File: config.mk
export PLATFORM = sky130hd
export DESIGN_NAME = sram_port_arbiter
export DESIGN_NICKNAME = d
export VERILOG_FILES = /design/src/rtl/sram_port_arbiter_pkg.sv /design/src/rtl/sram_port_arbiter_prio_sel.sv /design/src/rtl/sram_port_arbiter.sv
export SDC_FILE = /design/constraint.sdc
export NUM_CORES = 1
export LEC_CHECK = 0
export CAP_MARGIN = 30
export CORE_MARGIN = 2
export CORE_UTILIZATION = 41
export CTS_CLUSTER_DIAMETER = 200
export DETAILED_ROUTE_END_ITERATION = 10
export HOLD_SLACK_MARGIN = 0.12
export PLACE_DENSITY = 0.88
export SLEW_MARGIN = 20
export SYNTH_ARGS = -nofsm -noshare
export SYNTH_HDL_FRONTEND = slang
export SYNTH_SLANG_ARGS = --single-unit
File: constraint.sdc
create_clock -name clk -period 1.9 [get_ports clk]
set_input_delay 0.19 -clock clk [delete_from_list [all_inputs] [get_ports clk]]
set_output_delay 0.19 -clock clk [all_outputs]
set_load 0.01 [all_outputs]
File: src/rtl/sram_port_arbiter_pkg.sv
// Shared definitions for the SRAM port arbiter: FSM state encoding,
// requester IDs, one-hot grant codes and default tuning values.
package sram_port_arbiter_pkg;

    typedef enum logic [1:0] {
        S_IDLE = 2'd0,
        S_BUSY = 2'd1,
        S_DONE = 2'd2
    } arb_state_e;

    localparam logic [1:0] ID_I = 2'd0;
    localparam logic [1:0] ID_D = 2'd1;
    localparam logic [1:0] ID_V = 2'd2;

    // One-hot grant vector layout: bit 0 fetch, bit 1 data, bit 2 VGA
    localparam logic [2:0] GNT_NONE = 3'b000;
    localparam logic [2:0] GNT_I    = 3'b001;
    localparam logic [2:0] GNT_D    = 3'b010;
    localparam logic [2:0] GNT_V    = 3'b100;

    localparam int unsigned VGA_STREAK_MAX_DEF = 32'd4;
    localparam int unsigned TIMEOUT_DEF        = 32'd255;

    // Map a one-hot grant onto the requester ID latched for the access
    function automatic logic [1:0] gnt_to_id(input logic [2:0] gnt);
        logic [1:0] id;
        case (gnt)
            GNT_V:   id = ID_V;
            GNT_D:   id = ID_D;
            GNT_I:   id = ID_I;
            default: id = ID_I;
        endcase
        return id;
    endfunction

endpackage

File: src/rtl/sram_port_arbiter_prio_sel.sv
// arb_prio_sel: combinational grant select for the SRAM port arbiter.
// Ports:
//   v_req, d_req, i_req : pending requests (VGA, CPU data, CPU fetch)
//   streak_full         : VGA has used up its consecutive-grant allowance
//   grant               : one-hot winner (GNT_* layout), zero when idle
// Normal order is VGA > D > I; once the VGA streak is full any pending CPU
// request wins instead, data ahead of fetch.
module arb_prio_sel
    import sram_port_arbiter_pkg::*;
(
    input  logic       v_req,
    input  logic       d_req,
    input  logic       i_req,
    input  logic       streak_full,
    output logic [2:0] grant
);

    // Priority resolution
    always_comb begin
        grant = GNT_NONE;
        if (streak_full && (d_req || i_req)) begin
            if (d_req) begin
                grant = GNT_D;
            end else begin
                grant = GNT_I;
            end
        end else if (v_req) begin
            grant = GNT_V;
        end else if (d_req) begin
            grant = GNT_D;
        end else if (i_req) begin
            grant = GNT_I;
        end else begin
            grant = GNT_NONE;
        end
    end

endmodule

File: src/rtl/sram_port_arbiter.sv
// sram_port_arbiter: shares one SRAM controller port between CPU fetch (i_*),
// CPU data (d_*) and the VGA framebuffer reader (v_*).
// Ports:
//   clk, rst            : clock, synchronous active-high reset
//   i_/d_/v_ req,addr   : requester side; d_we/d_wdata for data writes
//   *_rdata, *_rdy      : per-requester read data and 1-cycle completion pulse
//   mem_*               : controller side (request, write strobe, address,
//                         write data, read data, completion)
//   cpu_stall           : CPU has an access that has not yet completed
//   err_timeout         : sticky watchdog flag, cleared only by rst
// One access at a time: IDLE picks a winner, BUSY holds the latched access
// until mem_rdy or the watchdog fires, DONE gives requesters a cycle to
// drop or change their request.
module sram_port_arbiter
    import sram_port_arbiter_pkg::*;
#(
    parameter int unsigned ADDR_W         = 32'd32,
    parameter int unsigned DATA_W         = 32'd32,
    parameter int unsigned VGA_STREAK_MAX = VGA_STREAK_MAX_DEF,
    parameter int unsigned TIMEOUT        = TIMEOUT_DEF
) (
    input  logic              clk,
    input  logic              rst,
    input  logic              i_req,
    input  logic [ADDR_W-1:0] i_addr,
    output logic [DATA_W-1:0] i_rdata,
    output logic              i_rdy,
    input  logic              d_req,
    input  logic              d_we,
    input  logic [ADDR_W-1:0] d_addr,
    input  logic [DATA_W-1:0] d_wdata,
    output logic [DATA_W-1:0] d_rdata,
    output logic              d_rdy,
    input  logic              v_req,
    input  logic [ADDR_W-1:0] v_addr,
    output logic [DATA_W-1:0] v_rdata,
    output logic              v_rdy,
    output logic              mem_req,
    output logic              mem_we,
    output logic [ADDR_W-1:0] mem_addr,
    output logic [DATA_W-1:0] mem_wdata,
    input  logic [DATA_W-1:0] mem_rdata,
    input  logic              mem_rdy,
    output logic              cpu_stall,
    output logic              err_timeout
);

    localparam logic [3:0] STREAK_MAX_C = VGA_STREAK_MAX[3:0];
    // Abort on the last permitted BUSY cycle so mem_req stays high for exactly TIMEOUT cycles
    localparam logic [7:0] WDOG_LAST_C  = TIMEOUT[7:0] - 8'd1;

    arb_state_e        state_r, state_nx_s;
    logic [3:0]        streak_r;
    logic [7:0]        wdog_r;
    logic [1:0]        id_r;
    logic [2:0]        grant_s;
    logic [1:0]        grant_id_s;
    logic              streak_full_s, cpu_pend_s;
    logic              start_s, complete_s, abort_s;
    logic [ADDR_W-1:0] lat_addr_s;
    logic              lat_we_s;
    logic [DATA_W-1:0] lat_wdata_s;
    logic [DATA_W-1:0] fin_data_s;

    logic              mem_req_r, mem_we_r, err_timeout_r;
    logic [ADDR_W-1:0] mem_addr_r;
    logic [DATA_W-1:0] mem_wdata_r;
    logic              i_rdy_r, d_rdy_r, v_rdy_r;
    logic [DATA_W-1:0] i_rdata_r, d_rdata_r, v_rdata_r;

    assign cpu_pend_s    = d_req | i_req;
    assign streak_full_s = (streak_r == STREAK_MAX_C);
    assign grant_id_s    = gnt_to_id(grant_s);
    // Timeout completions return zero rather than whatever is on the bus
    assign fin_data_s    = complete_s ? mem_rdata : {DATA_W{1'b0}};

    arb_prio_sel u_prio_sel (
        .v_req       (v_req),
        .d_req       (d_req),
        .i_req       (i_req),
        .streak_full (streak_full_s),
        .grant       (grant_s)
    );

    // State register
    always_ff @(posedge clk) begin
        if (rst) begin
            state_r <= S_IDLE;
        end else begin
            state_r <= state_nx_s;
        end
    end

    // Next-state logic and per-cycle transaction strobes
    always_comb begin
        state_nx_s = state_r;
        start_s    = 1'b0;
        complete_s = 1'b0;
        abort_s    = 1'b0;
        case (state_r)
            S_IDLE: begin
                if (grant_s != GNT_NONE) begin
                    start_s    = 1'b1;
                    state_nx_s = S_BUSY;
                end else begin
                    state_nx_s = S_IDLE;
                end
            end
            S_BUSY: begin
                if (mem_rdy) begin
                    complete_s = 1'b1;
                    state_nx_s = S_DONE;
                end else if (wdog_r == WDOG_LAST_C) begin
                    abort_s    = 1'b1;
                    state_nx_s = S_DONE;
                end else begin
                    state_nx_s = S_BUSY;
                end
            end
            S_DONE:  state_nx_s = S_IDLE;
            default: state_nx_s = S_IDLE;
        endcase
    end

    // Access fields captured from the winning requester
    always_comb begin
        lat_addr_s  = {ADDR_W{1'b0}};
        lat_we_s    = 1'b0;
        lat_wdata_s = {DATA_W{1'b0}};
        case (grant_id_s)
            ID_V: lat_addr_s = v_addr;
            ID_D: begin
                lat_addr_s  = d_addr;
                lat_we_s    = d_we;
                lat_wdata_s = d_wdata;
            end
            ID_I:    lat_addr_s = i_addr;
            default: lat_addr_s = {ADDR_W{1'b0}};
        endcase
    end

    // Bounded VGA priority: count VGA wins that made a CPU request wait
    always_ff @(posedge clk) begin
        if (rst) begin
            streak_r <= 4'd0;
        end else if (state_r == S_IDLE) begin
            if (!cpu_pend_s) begin
                streak_r <= 4'd0;
            end else if (grant_s == GNT_V) begin
                streak_r <= streak_r + 4'd1;
            end else begin
                streak_r <= 4'd0;
            end
        end
    end

    // Latched access, watchdog, completion pulses and read-data holding
    always_ff @(posedge clk) begin
        if (rst) begin
            id_r          <= ID_I;
            wdog_r        <= 8'd0;
            mem_req_r     <= 1'b0;
            mem_we_r      <= 1'b0;
            mem_addr_r    <= {ADDR_W{1'b0}};
            mem_wdata_r   <= {DATA_W{1'b0}};
            i_rdy_r       <= 1'b0;
            d_rdy_r       <= 1'b0;
            v_rdy_r       <= 1'b0;
            i_rdata_r     <= {DATA_W{1'b0}};
            d_rdata_r     <= {DATA_W{1'b0}};
            v_rdata_r     <= {DATA_W{1'b0}};
            err_timeout_r <= 1'b0;
        end else begin
            i_rdy_r <= 1'b0;
            d_rdy_r <= 1'b0;
            v_rdy_r <= 1'b0;
            if (start_s) begin
                id_r        <= grant_id_s;
                wdog_r      <= 8'd0;
                mem_req_r   <= 1'b1;
                mem_we_r    <= lat_we_s;
                mem_addr_r  <= lat_addr_s;
                mem_wdata_r <= lat_wdata_s;
            end else if (complete_s || abort_s) begin
                mem_req_r <= 1'b0;
                mem_we_r  <= 1'b0;
                case (id_r)
                    ID_I: begin
                        i_rdy_r   <= 1'b1;
                        i_rdata_r <= fin_data_s;
                    end
                    ID_D: begin
                        d_rdy_r <= 1'b1;
                        // Writes keep the last read value visible
                        if (!mem_we_r) begin
                            d_rdata_r <= fin_data_s;
                        end
                    end
                    ID_V: begin
                        v_rdy_r   <= 1'b1;
                        v_rdata_r <= fin_data_s;
                    end
                    default: begin
                        i_rdy_r <= 1'b0;
                    end
                endcase
            end else if (state_r == S_BUSY) begin
                wdog_r <= wdog_r + 8'd1;
            end
            if (abort_s) begin
                err_timeout_r <= 1'b1;
            end
        end
    end

    assign mem_req     = mem_req_r;
    assign mem_we      = mem_we_r;
    assign mem_addr    = mem_addr_r;
    assign mem_wdata   = mem_wdata_r;
    assign i_rdy       = i_rdy_r;
    assign d_rdy       = d_rdy_r;
    assign v_rdy       = v_rdy_r;
    assign i_rdata     = i_rdata_r;
    assign d_rdata     = d_rdata_r;
    assign v_rdata     = v_rdata_r;
    assign err_timeout = err_timeout_r;
    assign cpu_stall   = (i_req & ~i_rdy_r) | (d_req & ~d_rdy_r);

endmodule
==> impl_results.md, run 1 <==
* CTS clock-pin slew for the worst setup and hold paths at 0.08 ns
* Yosys cell types at 62
* Largest net degree at the start of global routing at 87
* F_max at 546.8 MHz
* Met2 WL post-DR at 12,570 um
* WL per Instance at 19.93 um
* DR vias at 7,131
* Die height at 134.4 um
* Initial antenna violation count at 1
* Largest stage delay, worst path at 0.33 ns
* Worst hold slack at 0.1560 ns
* CTS buffer count at 17
* Area grow syn2layout at 63.84%
* Post-synth EDFFs at 0
* Pint at 6633 uW
* Switch share at 28.00%
* R2R Path Start: wdog_r[0]
* Static Leakage at 0.004105 uW
* Power Density at 806.0 mW/mm^2
* Synth Instances at 712
* DR top layer: met4
* Peak supply drop at 0.6330 mV
* Comb power frac at 17.5%
* Layout cell share with drive strength beyond 1 at 10.00%
* GR Overflow Total at 0
* Setup ws final at 0.07121 ns
* Setup_tns at 0 ns
* Worst Path Arrival at 2.16 ns
* CTS H-tree lvls at 4
* Chip width at 134.4 um
* Post-DP HPWL at 17,260 um
* Pre-CTS setup slack at -0.09784 ns
* Cell area after synthesis at 0.006975 mm^2
* Synth area leaders: dfxtp_1 52%, a22o_1 8.7%, a21oi_1 5.0%, nand2_1 5.0%, o21ai_0 4.7%
* Worst path cell trace: inv_1 > ha_1 > and3_1 > a21oi_4 > buf_12 > o21ba_4 > clkbuf_16 > a22o_1
* RSZ-0062 raised after global routing: no
* TritonCTS clock tree: done
* Core area at 0.01658 mm^2
* Top FF cell, synth: dfxtp_1
* Net Count, Synth at 883
* Async SR Flop Fraction at 0%
* Run status: complete, no violations
* Cells on worst reg2reg path at 8
* Worst setup path start: wdog_r[0]
* Final Power at 9212 uW
* Met3 Routed Length at 2474 um
* Slew headroom at 37.07%
* Sequential fraction of the synthesis area at 52.23%
* Vias per inst at 5.567
* Max-slew violations at 0
* #FFs+latches synth at 182
* Crit path to: d_rdata[23]
* First-pass detailed-route iteration total at 5
* Crit Path Category: flop to flop
* Fin crit share at 96.25%
* Clk sinks at 182
* Minimum clock period at 1.829 ns
* Reg power frac at 44.4%
* Placer Congestion at 0.8779
* Min-delay worst type: input pin to flop
* CP max-delay cell: dfxtp_1
* Root Buffer Master: clkbuf_16
* Max FO, Critical Path at 16
* Max cap viols at 0
* IO Count at 334
* Final wirelength at 25,540 um
* DRC viols at 0
* DRT iter0 DRCs at 478
* DRT met1 WL at 9836 um
* Vias in the first global route at 6,943
* IO Port Bufs at 333
* Starting density of the core at 42.06%
* Final hold violations at 0
* Synthesis warning total at 0
* Hold-fix buffers, CTS at 0
* Antenna violation net count after detailed routing at 0
* Worst setup SP type: flop
* Row cnt at 47
* Synth cell count leaders: 182 x dfxtp_1, 92 x nand2_1, 70 x a21oi_1
* Avg Inst Size Synth at 9.797 um^2
* Cell taking the most area after synthesis: dfxtp_1
* Gr usage total at 26.68%
* NetSw at 2579 uW
* Top-area cell type share of the netlist area at 52.23%
* Die area at 0.01807 mm^2
* Least-Margin Pin Slew at 0.9439 ns
* Stages on worst setup path at 8
* Crit path required time at 2.23 ns
* Reg2Reg Setup Slack at 0.07 ns
* WP buf/inv at 3
* Power share of the clock group at 38.2%
* Clk_skew at 0.01518 ns
* Clock Path Buffers at 2
* Nets at 1,218
* Clk_lat worst skew at 0.44 ns
* Final design utilization at 68.92%
* Worst flop-to-flop path endpoint: d_rdata[23]
* First-pass GRT wire length at 37,820 um
* CP top delay family: compound AO/OA/AOI/OAI gates
* Final setup violation count at 0
* Crit end category: flop
* Most common cell in the synthesized netlist: dfxtp_1
routing by layer:
layer / vias up / GRT usage [%]
li1: 3298 / -
met1: 3445 / 30.90
met2: 341 / 45.69
met3: 47 / 9.259
met4: 0 / 9.649
met5: - / 0
area by class of cell:
type,count,area [um^2]
clock buffer,17,425.4
multi-input combinational,466,3018
clock inverter,15,163.9
sequential,182,3645
timing repair buffer,374,3876
tap,220,275.3
fill,1243,5155
inverter,6,22.52
antenna,1,2.502
worst min path at each step:
stage                      start            to  cells past startpoint
floorplan                   d_we        mem_we                      1
global route                 rst   streak_r[1]                      3
global placement    mem_wdata[0]  mem_wdata[0]                      1
finish                       rst   streak_r[0]                      3
CTS                          rst    state_r[1]                      3
detailed placement    d_rdata[6]    d_rdata[6]                      1
worst min-delay path, cell delays in order:
cell and delay, ns:
buf_4 0.10, buf_4 0.19, a21oi_1 0.06
sequential cells by signal, summed over array words and instances, names as in the netlist, 2 cells and up:
name,cells
state_r,2
mem_wdata,32
d_rdata,32
id_r,2
i_rdata,32
streak_r,4
mem_addr,32
wdog_r,8
v_rdata,32
through the flow:
stage	instances	area (um^2)
CTS	1272	11290
detailed placement	1240	10690
floorplan	712	6975
global route	1281	11430
finish	1281	11430
global placement	1240	10690
power by group through the flow:
stage	Combinational (uW)	Sequential (uW)	Clock [uW]
2_1_floorplan	553	4230	0
6_report	1610	4090	3510
5_1_grt	1710	4100	3690
3_3_place_gp	1540	4160	0
4_1_cts	1570	4080	3540
3_5_place_dp	1560	4170	0
placed cells by master (no fill, tap or decap), types with 3 or more instances in the layout:
cell type,Yosys,layout
a31oi_1,3,3
xor2_1,3,3
clkinv_8,0,4
a21oi_4,2,4
clkdlybuf4s50_1,0,331
ha_1,4,4
buf_12,0,14
clkinv_4,0,3
a221oi_2,10,10
nor2_1,29,29
nor3_1,4,4
nand2_1,92,92
or3_1,3,3
dfxtp_1,182,181
clkbuf_16,0,20
a211oi_1,22,22
inv_8,0,3
a21oi_1,70,70
buf_4,8,23
nand4_1,3,3
inv_6,0,3
a221o_1,5,5
a22oi_1,16,16
o21ai_0,65,65
o21ai_1,9,9
inv_1,6,6
a221oi_1,9,9
and3_1,3,3
a22o_1,69,69
logic make-up after synthesis:
kind of cell / synth area share, %
and+or+nand+nor: 11.07
xor gates and xnor gates: 0.5023
AOI/OAI and AO/OA: 30.24
adders and majority gates: 0.7175
buffers and inverters: 5.094
muxes: 0.1435
DFF: 52.23
repair_timing:
item | in CTS | in global routing
pin swaps | 0 | 2
resized for setup | 1 | 3
gates cloned | 0 | 4
buffers inserted | 0 | 4
setup endpoints to repair | 1 | 61
Power figures use the tool's default switching activity.
==> inputs of run 2 (changes only) <==
--- a/config.mk
+++ b/config.mk
@@ -8,7 +8,7 @@
 export CAP_MARGIN = 30
 export CORE_MARGIN = 2
 export CORE_UTILIZATION = 41
-export CTS_CLUSTER_DIAMETER = 200
+export CTS_CLUSTER_DIAMETER = 60
 export DETAILED_ROUTE_END_ITERATION = 10
 export HOLD_SLACK_MARGIN = 0.12
 export PLACE_DENSITY = 0.88
==> results of run 2 <==
Final layout, timing and power as in run 1 (identical DEF).
==> inputs of run 3 (changes only) <==
--- a/config.mk
+++ b/config.mk
@@ -5,6 +5,7 @@
 export SDC_FILE = /design/constraint.sdc
 export NUM_CORES = 1
 export LEC_CHECK = 0
+export ABC_CLOCK_PERIOD_IN_PS = 1900
 export CAP_MARGIN = 30
 export CORE_MARGIN = 2
 export CORE_UTILIZATION = 41
==> results of run 3 <==
Final layout, timing and power as in run 1 (identical DEF).
